File: config.mk
export PLATFORM = sky130hd
export DESIGN_NAME = polar2rect
export DESIGN_NICKNAME = d
export VERILOG_FILES = /design/src/rtl/cordic_pkg.sv /design/src/rtl/cordic_atan_rom.sv /design/src/rtl/polar2rect.sv
export SDC_FILE = /design/constraint.sdc
export NUM_CORES = 1
export LEC_CHECK = 0
export CORE_ASPECT_RATIO = 2
export CORE_MARGIN = 4
export CORE_UTILIZATION = 45
export DETAILED_ROUTE_END_ITERATION = 8
export SETUP_SLACK_MARGIN = 0.15
export SLEW_MARGIN = 20
export SYNTH_ARGS = -nofsm -noshare
export SYNTH_HDL_FRONTEND = slang
export SYNTH_SLANG_ARGS = --single-unit
File: constraint.sdc
create_clock -name clock -period 5.6 [get_ports clock]
set_input_delay 1.68 -clock clock [delete_from_list [all_inputs] [get_ports clock]]
set_output_delay 1.68 -clock clock [all_outputs]
set_load 0.05 [all_outputs]
File: src/rtl/cordic_pkg.sv
// Shared CORDIC constants, state encoding and arctangent table for the
// polar<->rectangular conversion paths.
package cordic_pkg;

  localparam logic [15:0] K_INV     = 16'd39797;  // round(0.607253 * 2^16)
  localparam int          ANGLE_90  = 92160;
  localparam int          ANGLE_180 = 184320;

  typedef enum logic [1:0] {
    ST_IDLE,
    ST_LOAD,
    ST_ITER,
    ST_DONE
  } state_t;

  // round(atan(2^-i) * 180/pi * 1024); entries past the table end read as 0
  function automatic int atan_lookup(input int i);
    case (i)
      0:       return 46080;
      1:       return 27203;
      2:       return 14373;
      3:       return 7296;
      4:       return 3662;
      5:       return 1833;
      6:       return 917;
      7:       return 458;
      8:       return 229;
      9:       return 115;
      10:      return 57;
      11:      return 29;
      12:      return 14;
      13:      return 7;
      14:      return 4;
      15:      return 2;
      default: return 0;
    endcase
  endfunction

endpackage

File: src/rtl/cordic_atan_rom.sv
// Combinational arctangent lookup, shared by both conversion directions.
module cordic_atan_rom
  import cordic_pkg::*;
#(
  parameter int COUNTERSIZE = 4,
  parameter int OUTSIZE     = 19
) (
  input  logic [COUNTERSIZE-1:0]    index,
  output logic signed [OUTSIZE-1:0] value
);

  always_comb begin
    value = OUTSIZE'(atan_lookup(int'(index)));
  end

endmodule

File: src/rtl/polar2rect.sv
// Sequential rotation-mode CORDIC: (mod, angle in degrees*1024) -> (x, y),
// one micro-rotation per clock with a start/busy/done handshake.
module polar2rect
  import cordic_pkg::*;
#(
  parameter int ROMSIZE     = 16,
  parameter int COUNTERSIZE = 4,
  parameter int INSIZE      = 13,
  parameter int OUTSIZE     = 19,
  parameter int GUARD       = 3
) (
  input  logic                      clock,
  input  logic                      reset,
  input  logic                      start,
  output logic                      busy,
  output logic                      done,
  input  logic [INSIZE-2:0]         mod,
  input  logic signed [OUTSIZE-1:0] angle,
  output logic signed [INSIZE-1:0]  x,
  output logic signed [INSIZE-1:0]  y
);

  localparam int W  = INSIZE + GUARD;
  localparam int ZW = OUTSIZE + 1;

  localparam logic signed [ZW-1:0] A90    = ZW'(ANGLE_90);
  localparam logic signed [ZW-1:0] A180   = ZW'(ANGLE_180);
  localparam logic signed [W-1:0]  SAT_HI = W'((1 << (INSIZE - 1)) - 1);
  localparam logic signed [W-1:0]  SAT_LO = -SAT_HI - W'(1);

  state_t                    state, state_next;
  logic [COUNTERSIZE-1:0]    iter;
  logic [INSIZE-2:0]         mod_cap;
  logic signed [OUTSIZE-1:0] angle_cap;
  logic signed [W-1:0]       xr, yr;
  logic signed [ZW-1:0]      z;
  logic                      neg;

  logic signed [OUTSIZE-1:0] atan_val;
  logic signed [ZW-1:0]      atan_ext, a_ext, a_clamp, z_fold;
  logic                      neg_fold, accept;
  logic [INSIZE+14:0]        prod;
  logic signed [W-1:0]       x_shift, y_shift, x_fin, y_fin, x_sat, y_sat;

  cordic_atan_rom #(
    .COUNTERSIZE(COUNTERSIZE),
    .OUTSIZE    (OUTSIZE)
  ) u_atan_rom (
    .index(iter),
    .value(atan_val)
  );

  // A new request is taken in IDLE and also in the DONE cycle, so conversions
  // can run back to back every ROMSIZE+2 clocks.
  assign accept = start && (state == ST_IDLE || state == ST_DONE);
  assign busy   = (state != ST_IDLE);

  always_comb begin
    state_next = state;
    case (state)
      ST_IDLE: if (start) state_next = ST_LOAD;
      ST_LOAD: state_next = ST_ITER;
      ST_ITER: if (iter == COUNTERSIZE'(ROMSIZE - 1)) state_next = ST_DONE;
      ST_DONE: state_next = start ? ST_LOAD : ST_IDLE;
      default: state_next = ST_IDLE;
    endcase
  end

  always_ff @(posedge clock) begin
    if (!reset) state <= ST_IDLE;
    else        state <= state_next;
  end

  // Clamp then fold into [-90, +90] degrees; the fold is undone by negation.
  always_comb begin
    a_ext    = ZW'(angle_cap);
    a_clamp  = a_ext;
    if (a_ext > A180)       a_clamp = A180;
    else if (a_ext < -A180) a_clamp = -A180;
    z_fold   = a_clamp;
    neg_fold = 1'b0;
    if (a_clamp > A90) begin
      z_fold   = a_clamp - A180;
      neg_fold = 1'b1;
    end else if (a_clamp < -A90) begin
      z_fold   = a_clamp + A180;
      neg_fold = 1'b1;
    end
  end

  always_comb begin
    prod     = (INSIZE + 15)'(mod_cap) * (INSIZE + 15)'(K_INV);
    atan_ext = ZW'(atan_val);
    x_shift  = xr >>> iter;
    y_shift  = yr >>> iter;
    x_fin    = neg ? -xr : xr;
    y_fin    = neg ? -yr : yr;
    x_sat    = (x_fin > SAT_HI) ? SAT_HI : ((x_fin < SAT_LO) ? SAT_LO : x_fin);
    y_sat    = (y_fin > SAT_HI) ? SAT_HI : ((y_fin < SAT_LO) ? SAT_LO : y_fin);
  end

  always_ff @(posedge clock) begin
    if (!reset) begin
      iter      <= '0;
      mod_cap   <= '0;
      angle_cap <= '0;
      xr        <= '0;
      yr        <= '0;
      z         <= '0;
      neg       <= 1'b0;
      done      <= 1'b0;
      x         <= '0;
      y         <= '0;
    end else begin
      done <= (state == ST_DONE);
      if (accept) begin
        mod_cap   <= mod;
        angle_cap <= angle;
      end
      case (state)
        ST_LOAD: begin
          xr   <= W'(prod >> 16);
          yr   <= '0;
          z    <= z_fold;
          neg  <= neg_fold;
          iter <= '0;
        end
        ST_ITER: begin
          iter <= iter + 1'b1;
          if (!z[ZW-1]) begin
            xr <= xr - y_shift;
            yr <= yr + x_shift;
            z  <= z - atan_ext;
          end else begin
            xr <= xr + y_shift;
            yr <= yr - x_shift;
            z  <= z + atan_ext;
          end
        end
        ST_DONE: begin
          x <= INSIZE'(x_sat);
          y <= INSIZE'(y_sat);
        end
        default: ;
      endcase
    end
  end

endmodule

# [After elaboration in Yosys (flattened, before gate mapping)]
# Memories as Yosys holds them, arrays and structs flattened. A register that Yosys moved wholly into a read port is not among the register bits.
# Index checks and enable logic that the tools add are counted.
[op_classes] div_mod_pow=0 n_addsub=11 mul=1 magnitude_cmp=8 muxes=25 n_shift=2 bitwise_logic=0 n_eq_ne=6 reduce_logical=6
[op_table] operator="$mux 20" n=5
[op_table] operator="$mux 16" n=4
[op_table] operator="$pmux 16 s2" n=2
[op_table] operator="$mux 13" n=4
[op_table] operator="$pmux 20 s2" n=1
[op_table] operator="$add 16x16->16" n=2
[op_table] operator="$gt 16x13->1 const B" n=2
[op_table] operator="$lt 16x13->1 const B" n=2
[op_table] operator="$neg 16->16" n=2
[op_table] operator="$sshr 16x4->16" n=2
[op_table] operator="$sub 16x16->16" n=2
[op_table] operator="$mul 12x16->28 const B" n=1
[op_table] operator="$add 20x19->20" n=1
[op_table] operator="$add 20x19->20 const B" n=1
[op_table] operator="$gt 20x18->1 const B" n=1
[op_table] operator="$lt 20x18->1 const B" n=1
[op_table] operator="$sub 20x19->20" n=1
[op_table] operator="$sub 20x19->20 const B" n=1
[op_table] operator="$gt 19x19->1 const B" n=1
[op_table] operator="$lt 19x19->1 const B" n=1
[op_table] operator="$mux 4" n=2
[op_table] operator="$pmux 2 s4" n=1
[op_table] operator="$pmux 4 s2" n=1
[op_table] operator="$add 4x1->4 const B" n=1
[op_table] operator="other kinds (11)" n=17
[word_totals] latch_bits=0 mem_count=1 mem_bits_rw=0 output_inout_bits=28 word_cells=71 mem_bits_ro=256 register_bits=117
[mem_list] name="(no name shown)" depth=16 width=16 read_ports=1 rd_ports_with_merged_regs=1 write_ports=0 line_no="cordic_pkg.sv:18" rtl="case (i)"

# [Depth between registers and ports, before layout]
# Gate-level depths: netlist of run 1.
[logic_depth] word_depth=7 ltp_mapped=23

# [Modules after synthesis]
# Synthesis of run 1 repeated with hierarchy kept, for this count alone.
[unflattened] cells_unflattened=1716 area_unflattened_um2=13968.4
[modules_own_cells] mod="polar2rect" seq_area_each_um2=2342.2 n_inst=1 cells_each=1659 area_per_inst_um2=13536.7
[modules_own_cells] mod="cordic_atan_rom" seq_area_each_um2=0.0 n_inst=1 cells_each=57 area_per_inst_um2=431.7

# [Least setup slack after synthesis of run 1]
# Ideal clock, no wire load.
[synth_timing] path_kind="register -> register" start="reg mod_cap[7]" end="reg xr[6]" path_stages_with_launch=21 path_slack_ns=0.550 t_required_ns=5.514 t_arrival_ns=4.964 synth_period_minus_slack_ns=5.050 setup_ns=0.086 path_cell_list="dfxtp_1 fa_1 inv_1 fa_1 inv_1 fa_1 fa_1 inv_1 fa_1 inv_1 ha_1 a21oi_1 o21ai_0 a221oi_1 nand3_1 a31oi_1 nor2b_1 o21ai_0 mux2i_1 nor2_1 a211oi_1"
[synth_between] elab_chain_len=2
[synth_rtl] element="from (decl)" line_no="polar2rect.sv:33" rtl="logic [INSIZE-2:0] mod_cap;"
[synth_rtl] element="from (signal assigned)" line_no="polar2rect.sv:117" rtl="mod_cap <= mod;"
[synth_rtl] element="$mul 12x16->28" line_no="polar2rect.sv:92" rtl="prod = (INSIZE + 15)'(mod_cap) * (INSIZE + 15)'(K_INV);"
[synth_rtl] element="$pmux 16 s2" line_no="polar2rect.sv:120" rtl="case (state)"
[synth_rtl] element="to (signal assigned)" line_no="polar2rect.sv:122" rtl="xr <= W'(prod >> 16);"
[synth_rtl] element="to (signal assigned)" line_no="polar2rect.sv:131" rtl="xr <= xr - y_shift;"
[synth_rtl] element="to (signal assigned)" line_no="polar2rect.sv:135" rtl="xr <= xr + y_shift;"
[synth_rtl] element="to (decl)" line_no="polar2rect.sv:35" rtl="logic signed [W-1:0] xr, yr;"
# Every way passes these cells.
# A chain may end at the register's enable or synchronous reset.

# [Worst setup path in the final report of run 1]
[layout_timing] start="reg mod_cap[8]" end="reg xr[6]"
# The elaborated chain is that of the path after synthesis.

==> results of run 1 <==
## stage by stage
stage / area, µm² / utilization (%) / std cells
after global placement: 15300 / 49.5 / 2161
after detailed placement: 15300 / 49.5 / 2161
after global routing: 16000 / 51.8 / 2194
after CTS: 16000 / 51.5 / 2192
after floorplan: 14200 / - / 1722
final: 16000 / 51.8 / 2194
## power by group
part | switching [W] | leakage, nW | total [W] | internal (W)
Clock | 0.000469 | 0.301 | 0.00126 | 0.000791
Sequential | 0.000247 | 1.09 | 0.00140 | 0.00115
Combinational | 0.00392 | 5.67 | 0.00654 | 0.00262
## kinds of logic after synthesis
family / Yosys count / synth area share (%)
flip-flops: 133 / 18.8
adder cells (fa/ha/maj): 221 / 23.3
AND/OR/NAND/NOR: 469 / 15.0
multiplexers: 63 / 7.79
AO/OA/AOI/OAI: 459 / 20.7
buffers and inverters: 261 / 7.21
XOR/XNOR: 116 / 7.23
## routing by layer
metal | vias to the layer above | track usage [%] | share of wire (%)
met1 | 6192 | 24.3 | 33
met5 | - | 0 | 0
met2 | 324 | 50.6 | 55
met3 | 149 | 2.78 | 2.8
li1 | 6132 | - | -
met4 | 0 | 20.9 | 8.7
## state kept, by name (all words and copies together) (netlist names)
| name | cells |
|---|---|
| angle_cap | 19 |
| yr | 16 |
| iter | 4 |
| state | 2 |
| y | 13 |
| xr | 16 |
| x | 13 |
| neg | 1 |
| u_atan_rom.value | 16 |
| z | 20 |
| done | 1 |
| mod_cap | 12 |
## cell usage in the layout, fill, tap and decap left out, types with 8 or more instances in the layout
cell type / Yosys / layout
a211oi_1: 16 / 15
a21o_1: 13 / 13
a21oi_1: 148 / 146
a221oi_1: 16 / 15
a22oi_1: 8 / 8
a31oi_1: 20 / 19
and2_1: 13 / 13
buf_4: 0 / 55
clkbuf_16: 0 / 17
clkdlybuf4s50_1: 0 / 60
dfxtp_1: 133 / 127
fa_1: 72 / 72
ha_1: 149 / 149
inv_1: 165 / 164
mux2i_1: 22 / 22
mux4_2: 28 / 28
nand2_1: 172 / 171
nand2b_1: 15 / 15
nand3_1: 13 / 12
nor2_1: 147 / 147
nor2b_1: 17 / 16
nor3_1: 36 / 36
nor4_1: 11 / 10
o211ai_1: 9 / 9
o21a_1: 21 / 21
o21ai_0: 102 / 99
o21bai_1: 8 / 8
o221a_2: 10 / 10
o221ai_1: 8 / 8
o22ai_1: 14 / 14
o31ai_1: 12 / 12
or2_2: 9 / 9
or3_1: 14 / 14
xnor2_1: 60 / 60
xor2_1: 55 / 55
## critical path: stages (launching register included)
cell      delay, ns
dfxtp_4        0.38
fa_1           0.50
inv_1          0.05
fa_1           0.52
inv_1          0.07
fa_1           0.50
fa_1           0.55
inv_1          0.06
fa_1           0.53
inv_1          0.04
ha_1           0.32
a21oi_2        0.16
o21ai_1        0.11
a221oi_2       0.31
nand3_2        0.16
a31oi_4        0.19
nor2b_1        0.08
o21ai_1        0.21
mux2i_1        0.22
nor2_1         0.06
a211oi_1       0.17
## what timing repair did
| item | 4_1_cts | 5_1_grt |
|---|---|---|
| pin swaps | 0 | 6 |
| endpoints found under the setup margin | 3 | 10 |
| gates resized for setup | 2 | 17 |
| hold buffers | 0 | 0 |
| setup buffers | 0 | 2 |
## path summary, 6_finish.rpt
| path | startpoint | to | cells past startpoint |
|---|---|---|---|
| worst max-delay path | mod_cap[8] | xr[6] | 20 |
| worst min-delay path | z[12] | z[12] | 2 |
| worst max register to register | mod_cap[8] | xr[6] | 20 |
| worst min register to register | z[12] | z[12] | 2 |
## layout make-up
type,count,area [µm²],share of cell area [%]
Timing Repair Buffer,117,1040,6.48
Inverter,167,627,3.91
Clock buffer,20,437,2.72
Multi-Input combinational cell,1328,10500,65.7
Sequential cell,133,2680,16.7
Tap cell,418,523,3.26
Clock inverter,11,200,1.25
==> results.md, run 1 <==
* Detail Placement HPWL at 35300 µm
* Top_reg_cell synth: dfxtp_1
* WL final at 44700 µm
* CTS Root Cell: clkbuf_16
* DIE AREA at 34500 µm²
* MaxCap Viol Count at 0
* Via density at 5.83
* Core area at 31000 µm²
* LEAKAGE at 7.06 nW
* Die Span Y at 259 µm
* DRC viols at 0
* Final Hold Fails at 0
* Initial core utilization at 45.7%
* Rel. slew slack at 28.4%
* Share of layout cells above drive strength 1 at 9.12%
* Post-route antenna net violation count at 0
* Post-synthesis cell count at 1722
* Pwr dens at 574 nW/µm²
* Overall Power at 0.00920 W
* CP Launch Type: flip-flop
* Worst-path clk slew at 0.06 ns
* Shortest period the worst path allows at 5.27 ns
* Crit end category: flip-flop
* First-pass GRT wire length at 70500 µm
* Post-synthesis net count at 1977
* DR vias at 12797
* Unique masters post-synth at 76
* Chip width at 133 µm
* RSZ-0062 raised after global routing: true
* Clock sink total at 133
* Fmax at 190 MHz
* Fillers at 3049
* Row count at 91
* #FFs+latches synth at 133
* Most common cell in the netlist: nand2_1
* Async SR Flop Fraction at 0%
* Syn Std Cell Area at 14200 µm²
* IO Count at 62
* Worst Tran Pin Value at 1.07 ns
* Final nets at 2019
* Critical Path Fanout Max at 6
* Number of synthesized flops with an enable pin at 0
* Pre-CTS WS at 0.0677 ns
* Total CTS buffers at 17
* Setup violators final at 0
* Fin worst setup slack at 0.330 ns
* GRT Overall Usage at 26.2%
* Largest area contributor in the netlist: dfxtp_1
* Peak VDD IR at 0.276 mV
* Flop2flop setup slack at 0.33 ns
* Synth top cells by count: nand2_1 (172), inv_1 (165), ha_1 (149)
* CP arrival at 5.63 ns
* Area contributors post-synth: dfxtp_1 (19%), ha_1 (13%), fa_1 (10%)
* Post-synth top area share at 18.8%
* WS Path Type: reg -> reg
* Worst path required time at 5.96 ns
* Detailed Routing Iterations Pass 1 at 5
* Clk buf depth at 2
* Hold Crit Class: reg -> reg
* Clock Latency Late Sink at 0.45 ns
* RePlAce Congestion at 0.990
* H-tree levels at 4
* Clock skew after layout at 0.00834 ns
* Fin crit share at 94.1%
* Initial antenna violation count at 0
* Iter 0 DRT Violations at 634
* Global route overflow at 0
* # diodes at 0
* Register area share after synthesis at 18.8%
* Setup TNS at 0 ns
* Largest net degree at the start of global routing at 67
* Syn avg cell area at 8.22 µm²
* Area growth, synth to finish at 13.2%
* Max-slew violations at 0
* Avg WL per Cell at 20.4 µm
* CTS tree: yes
* IO buf count at 61
* Hold_ws at 0.466 ns
* YS warnings at 0
* Run status: finished clean
* Number of global-route vias before repair at 13275
(Power assumes the default switching activity.)
==> run 2: changes to the inputs <==
--- a/config.mk
+++ b/config.mk
@@ -10,6 +10,7 @@
 export CORE_UTILIZATION = 45
 export DETAILED_ROUTE_END_ITERATION = 8
 export SETUP_SLACK_MARGIN = 0.15
+export SKIP_CTS_REPAIR_TIMING = 1
 export SLEW_MARGIN = 20
 export SYNTH_ARGS = -nofsm -noshare
 export SYNTH_HDL_FRONTEND = slang
==> run 2 against run 1 <==
Die area is the same. Largest power group unchanged. Global-route usage about the same. Critical path depth unchanged. Core utilization is essentially flat. Worst hold slack lost 0.00096 ns. Combinational power barely moved. Clock-buffer cell count unchanged. Register-to-register slack better by 0.02 ns. Highest routed layer unchanged. Largest cell class unchanged. Cell count hardly changed.
==> results.md, run 2 (synthesis gave the netlist of run 1 again) <==
* Run status: finished clean
* Crit-path cells: fa_1 > inv_1 > fa_1 > inv_1 > fa_1 > fa_1 > inv_1 > fa_1 > inv_1 > ha_1 > a21oi_2 > o21ai_1 > a221oi_2 > nand3_2 > a31oi_4 > nor2b_1 > o21ai_1 > mux2i_1 > nor2_1 > a211oi_1
* Share of layout cells above drive strength 1 at 9.13%
* Fin crit share at 93.7%
* Fin worst setup slack at 0.351 ns
* Hold_sp: z[12]
* Top flop regs: z x20, angle_cap x19
* IO buf count at 61
* Commonest non-fill, non-tap cell in the layout: nand2_1
* Slowest CP cell: fa_1
* Flop2flop setup slack at 0.35 ns
* Max-slew violations at 0
* Die Span Y at 259 µm
* Via density at 5.82
* Clk buf depth at 2
* Rel. slew slack at 28.3%
* Iter 0 DRT Violations at 683
* Critical Path Fanout Max at 6
* Worst path required time at 5.96 ns
* IO Count at 62
* Post-route antenna net violation count at 0
* Initial core utilization at 45.7%
* LEAKAGE at 7.05 nW
* Fmax at 190 MHz
* Most used cell, CP: fa_1
* Worst-path clk slew at 0.06 ns
* WS Path Type: reg -> reg
* Core area at 31000 µm²
* Slowest stage delay, CP at 0.55 ns
* Pwr dens at 574 nW/µm²
* Setup violators final at 0
* CP arrival at 5.61 ns
* Placed instance area at 15300 µm²
* Detailed Routing Iterations Pass 1 at 6
* WL final at 44700 µm
* Area growth, synth to finish at 13.3%
* Final nets at 2018
* Shortest period the worst path allows at 5.25 ns
* Detail Placement HPWL at 35300 µm
* Largest register FFs at 20
* CP Launch Type: flip-flop
* Clock Latency Late Sink at 0.44 ns
* CP delay by family, top: adder cells
* Row count at 91
* Initial antenna violation count at 0
* Largest net degree at the start of global routing at 67
* MaxCap Viol Count at 0
* Min-Delay Path Depth at 2
* Clock skew after layout at 0.00786 ns
* Peak VDD IR at 0.278 mV
* Worst Tran Pin Value at 1.07 ns
* # diodes at 0
* Path depth of the worst reg2reg path at 20
* Largest reg by FF count: z
* Final Cell Area at 16000 µm²
* DRC viols at 0
* RSZ-0062 raised after global routing: true
* Setup TNS at 0 ns
* Total CTS buffers at 17
* Crit path depth at 20
* Hold Crit Class: reg -> reg
* Clock sink total at 133
* Avg WL per Cell at 20.4 µm
* RePlAce Congestion at 0.990
* Pre-CTS WS at 0.0677 ns
* Overall Power at 0.00921 W
* CTS Root Cell: clkbuf_16
* Global route overflow at 0
* Number of global-route vias before repair at 13285
* DIE AREA at 34500 µm²
* RR Endpoint: xr[6]
* Hold EP: z[12]
* Crit path buffers/inverters at 4
* H-tree levels at 4
* Chip width at 133 µm
* DR vias at 12772
* Final Hold Fails at 0
* First-pass GRT wire length at 70500 µm
* CTS tree: yes
* Worst R2R Start: mod_cap[8]
* Leading cell types in the layout, fill and taps excluded: nand2_1 (171), inv_1 (164), ha_1 (149)
* GRT Overall Usage at 26.2%
* Crit end category: flip-flop
-- run 2: tightest hold or removal path, cell delays in order, from the launching register on --
cell and delay (ns):
dfxtp_1 0.31, nand2_1 0.05, o31ai_1 0.05
-- run 2: worst max-delay path by stage --
stage,startpoint,to,slack [ns]
CTS,mod_cap[8],xr[6],0.05
floorplan,mod_cap[7],xr[6],0.55
detailed placement,mod_cap[8],xr[6],0.07
global route,mod_cap[10],xr[6],0.08
global placement,mod_cap[8],xr[6],0.23
finish,mod_cap[8],xr[6],0.35
-- run 2: layer usage --
layer / vias to the layer above / share of wire, % / track usage, %
li1: 6135 / - / -
met1: 6162 / 33 / 24.3
met2: 318 / 55 / 50.4
met3: 157 / 2.6 / 2.80
met4: 0 / 8.8 / 21.1
met5: - / 0 / 0
-- run 2: power by group --
| part | internal, W | switching [W] |
|---|---|---|
| combinational | 0.00263 | 0.00393 |
| clock | 0.000791 | 0.000466 |
| sequential | 0.00115 | 0.000245 |
| total | 0.00457 | 0.00464 |
-- run 2: area by class of cell --
| class | count | area, µm² |
|---|---|---|
| fillers | 3050 | 14900 |
| multi-input cells | 1328 | 10500 |
| flip-flops and latches | 133 | 2680 |
| repair buffers | 116 | 1030 |
| inverters | 167 | 627 |
| well taps | 418 | 523 |
| clock buffers | 20 | 437 |
| clock inverters | 11 | 200 |
-- run 2: metrics by stage --
| stage | hold slack, ns | utilization (%) | instances |
|---|---|---|---|
| 2_1_floorplan | 0.432 | - | 1722 |
| 3_3_place_gp | 0.442 | 49.5 | 2161 |
| 5_1_grt | 0.494 | 51.8 | 2193 |
| 4_1_cts | 0.468 | 51.5 | 2192 |
| 3_5_place_dp | 0.456 | 49.5 | 2161 |
| 6_report | 0.465 | 51.8 | 2193 |
==> run 3: changes to the inputs <==
--- a/config.mk
+++ b/config.mk
@@ -9,7 +9,7 @@
 export CORE_MARGIN = 4
 export CORE_UTILIZATION = 45
 export DETAILED_ROUTE_END_ITERATION = 8
-export SETUP_SLACK_MARGIN = 0.15
+export DONT_BUFFER_PORTS = 1
 export SKIP_CTS_REPAIR_TIMING = 1
 export SLEW_MARGIN = 20
 export SYNTH_ARGS = -nofsm -noshare
==> run 3 against run 2 <==
First-iteration DRC count increased by 0.44%. Clock skew about the same. Total power decreased by 2.3%. Global-route usage increased by 0.21 points. Critical path depth unchanged. Worst hold slack improved by 0.0030 ns. Wire length increased by 1.3%. Clock power decreased by 3%. Critical endpoint is now xr[11]. Clock-buffer cell count decreased by 2.
==> results.md, run 3 (synthesis gave the netlist of run 1 again) <==
* Shortest period the worst path allows at 5.38 ns
* Chip width at 133 µm
* Clock sink total at 133
* Crit-path cells: fa_1 > inv_1 > fa_1 > inv_1 > fa_1 > fa_1 > inv_1 > fa_1 > inv_1 > ha_1 > a21oi_1 > o21ai_0 > a221oi_1 > nand3_1 > nand2_1 > a211oi_2 > a21oi_2 > a21oi_1 > xnor2_1 > a21oi_1
* Row count at 91
* GRT Overall Usage at 26.4%
* Worst Tran Pin Value at 1.03 ns
* Peak VDD IR at 0.288 mV
* Fmax at 186 MHz
* Fillers at 3107
* Total CTS buffers at 17
* Via density at 5.88
* Largest reg by FF count: z
* RSZ-0062 raised after global routing: true
* Clock Latency Late Sink at 0.45 ns
* Slowest CP cell: fa_1
* CP delay by family, top: adder cells
* Avg WL per Cell at 21.4 µm
* Final Hold Fails at 0
* Initial antenna violation count at 0
* Initial core utilization at 45.7%
* Area growth, synth to finish at 8.00%
* MaxCap Viol Count at 0
* DIE AREA at 34500 µm²
* Share of layout cells above drive strength 1 at 8.68%
* Setup violators final at 0
* Crit path buffers/inverters at 4
* IO Count at 62
* Iter 0 DRT Violations at 686
* IO buf count at 0
* Number of global-route vias before repair at 12847
* Largest register FFs at 20
* Detail Placement HPWL at 36100 µm
* Die Span Y at 259 µm
* RePlAce Congestion at 0.961
* H-tree levels at 4
* Critical Path Fanout Max at 6
* CP Launch Type: flip-flop
* DR vias at 12473
* Top flop regs: z x20, angle_cap x19
* LEAKAGE at 6.77 nW
* Largest net degree at the start of global routing at 52
* Global route overflow at 0
* Final nets at 1949
* Detailed Routing Iterations Pass 1 at 6
* Overall Power at 0.00900 W
* Post-route antenna net violation count at 0
* CTS Root Cell: clkbuf_16
* CP arrival at 5.68 ns
* First-pass GRT wire length at 70600 µm
* Core Util, Final at 49.4%
* Leading cell types in the layout, fill and taps excluded: nand2_1 (172), inv_1 (164), ha_1 (149)
* Crit end category: flip-flop
* Fin crit share at 96.1%
* CTS tree: yes
* Run status: finished clean
* Clk buf depth at 2
* Max-slew violations at 0
* # diodes at 0
* Worst path required time at 5.90 ns
* Rel. slew slack at 30.9%
* Commonest non-fill, non-tap cell in the layout: nand2_1
* Slowest stage delay, CP at 0.55 ns
* Most used cell, CP: fa_1
* WS Path Type: reg -> reg
* Pwr dens at 588 nW/µm²
* Worst-path clk slew at 0.07 ns
* WL final at 45400 µm
* Clock skew after layout at 0.00814 ns
* Core area at 31000 µm²
* DRC viols at 0
* Hold Crit Class: reg -> reg
-- run 3: changes by cell type in the layout (fill, tap and decap cells not counted), moves of 2 or more --
cell / delta
o21ai_0: +2
clkinv_2: +2
clkbuf_1: -2
clkinv_4: +2
buf_4: -8
clkdlybuf4s50_1: -60
o21ai_1: -3
-- run 3: routing by layer --
layer	vias up	GRT usage, %	wire, µm
li1	5996	-	-
met5	-	0	0
met3	136	2.89	1080
met2	293	52.4	25500
met4	0	19.4	3700
met1	6048	23.8	15100
-- run 3: stage by stage --
stage               area [µm²]  hold slack (ns)  setup TNS (ns)  setup WS [ns]  std cells
floorplan                14200            0.432               0          0.550       1722
global route             15300            0.491         -0.0588        -0.0349       2123
detailed placement       14600            0.460               0          0.117       2093
CTS                      15300            0.471               0         0.0843       2123
global placement         14600            0.445               0          0.246       2093
finish                   15300            0.468               0          0.217       2123
-- run 3: power by group --
part,internal (W),switching (W)
Clock,0.000742,0.000477
Sequential,0.00115,0.000390
Combinational,0.00250,0.00374
Total,0.00439,0.00461
-- run 3: area by class of cell --
cell class / count / area (µm²) / area share (%)
multi-input cells: 1328 / 10500 / 68.7
inverters: 167 / 627 / 4.10
well taps: 418 / 523 / 3.42
repair buffers: 47 / 357 / 2.33
clock inverters: 12 / 181 / 1.19
flip-flops and latches: 133 / 2670 / 17.5
clock buffers: 18 / 429 / 2.81
-- run 3: path summary, 6_finish.rpt --
kind              startpoint     end  slack, ns  cells after the start
setup / recovery  mod_cap[8]  xr[11]       0.22                     20
hold / removal         z[12]   z[12]       0.47                      2
setup reg to reg  mod_cap[8]  xr[11]       0.22                     20
hold reg to reg        z[12]   z[12]       0.47                      2
-- run 3: tightest hold or removal path, stage by stage, from the launching register on --
cell     delay (ns)
dfxtp_1        0.31
nand2_1        0.05
o31ai_1        0.05
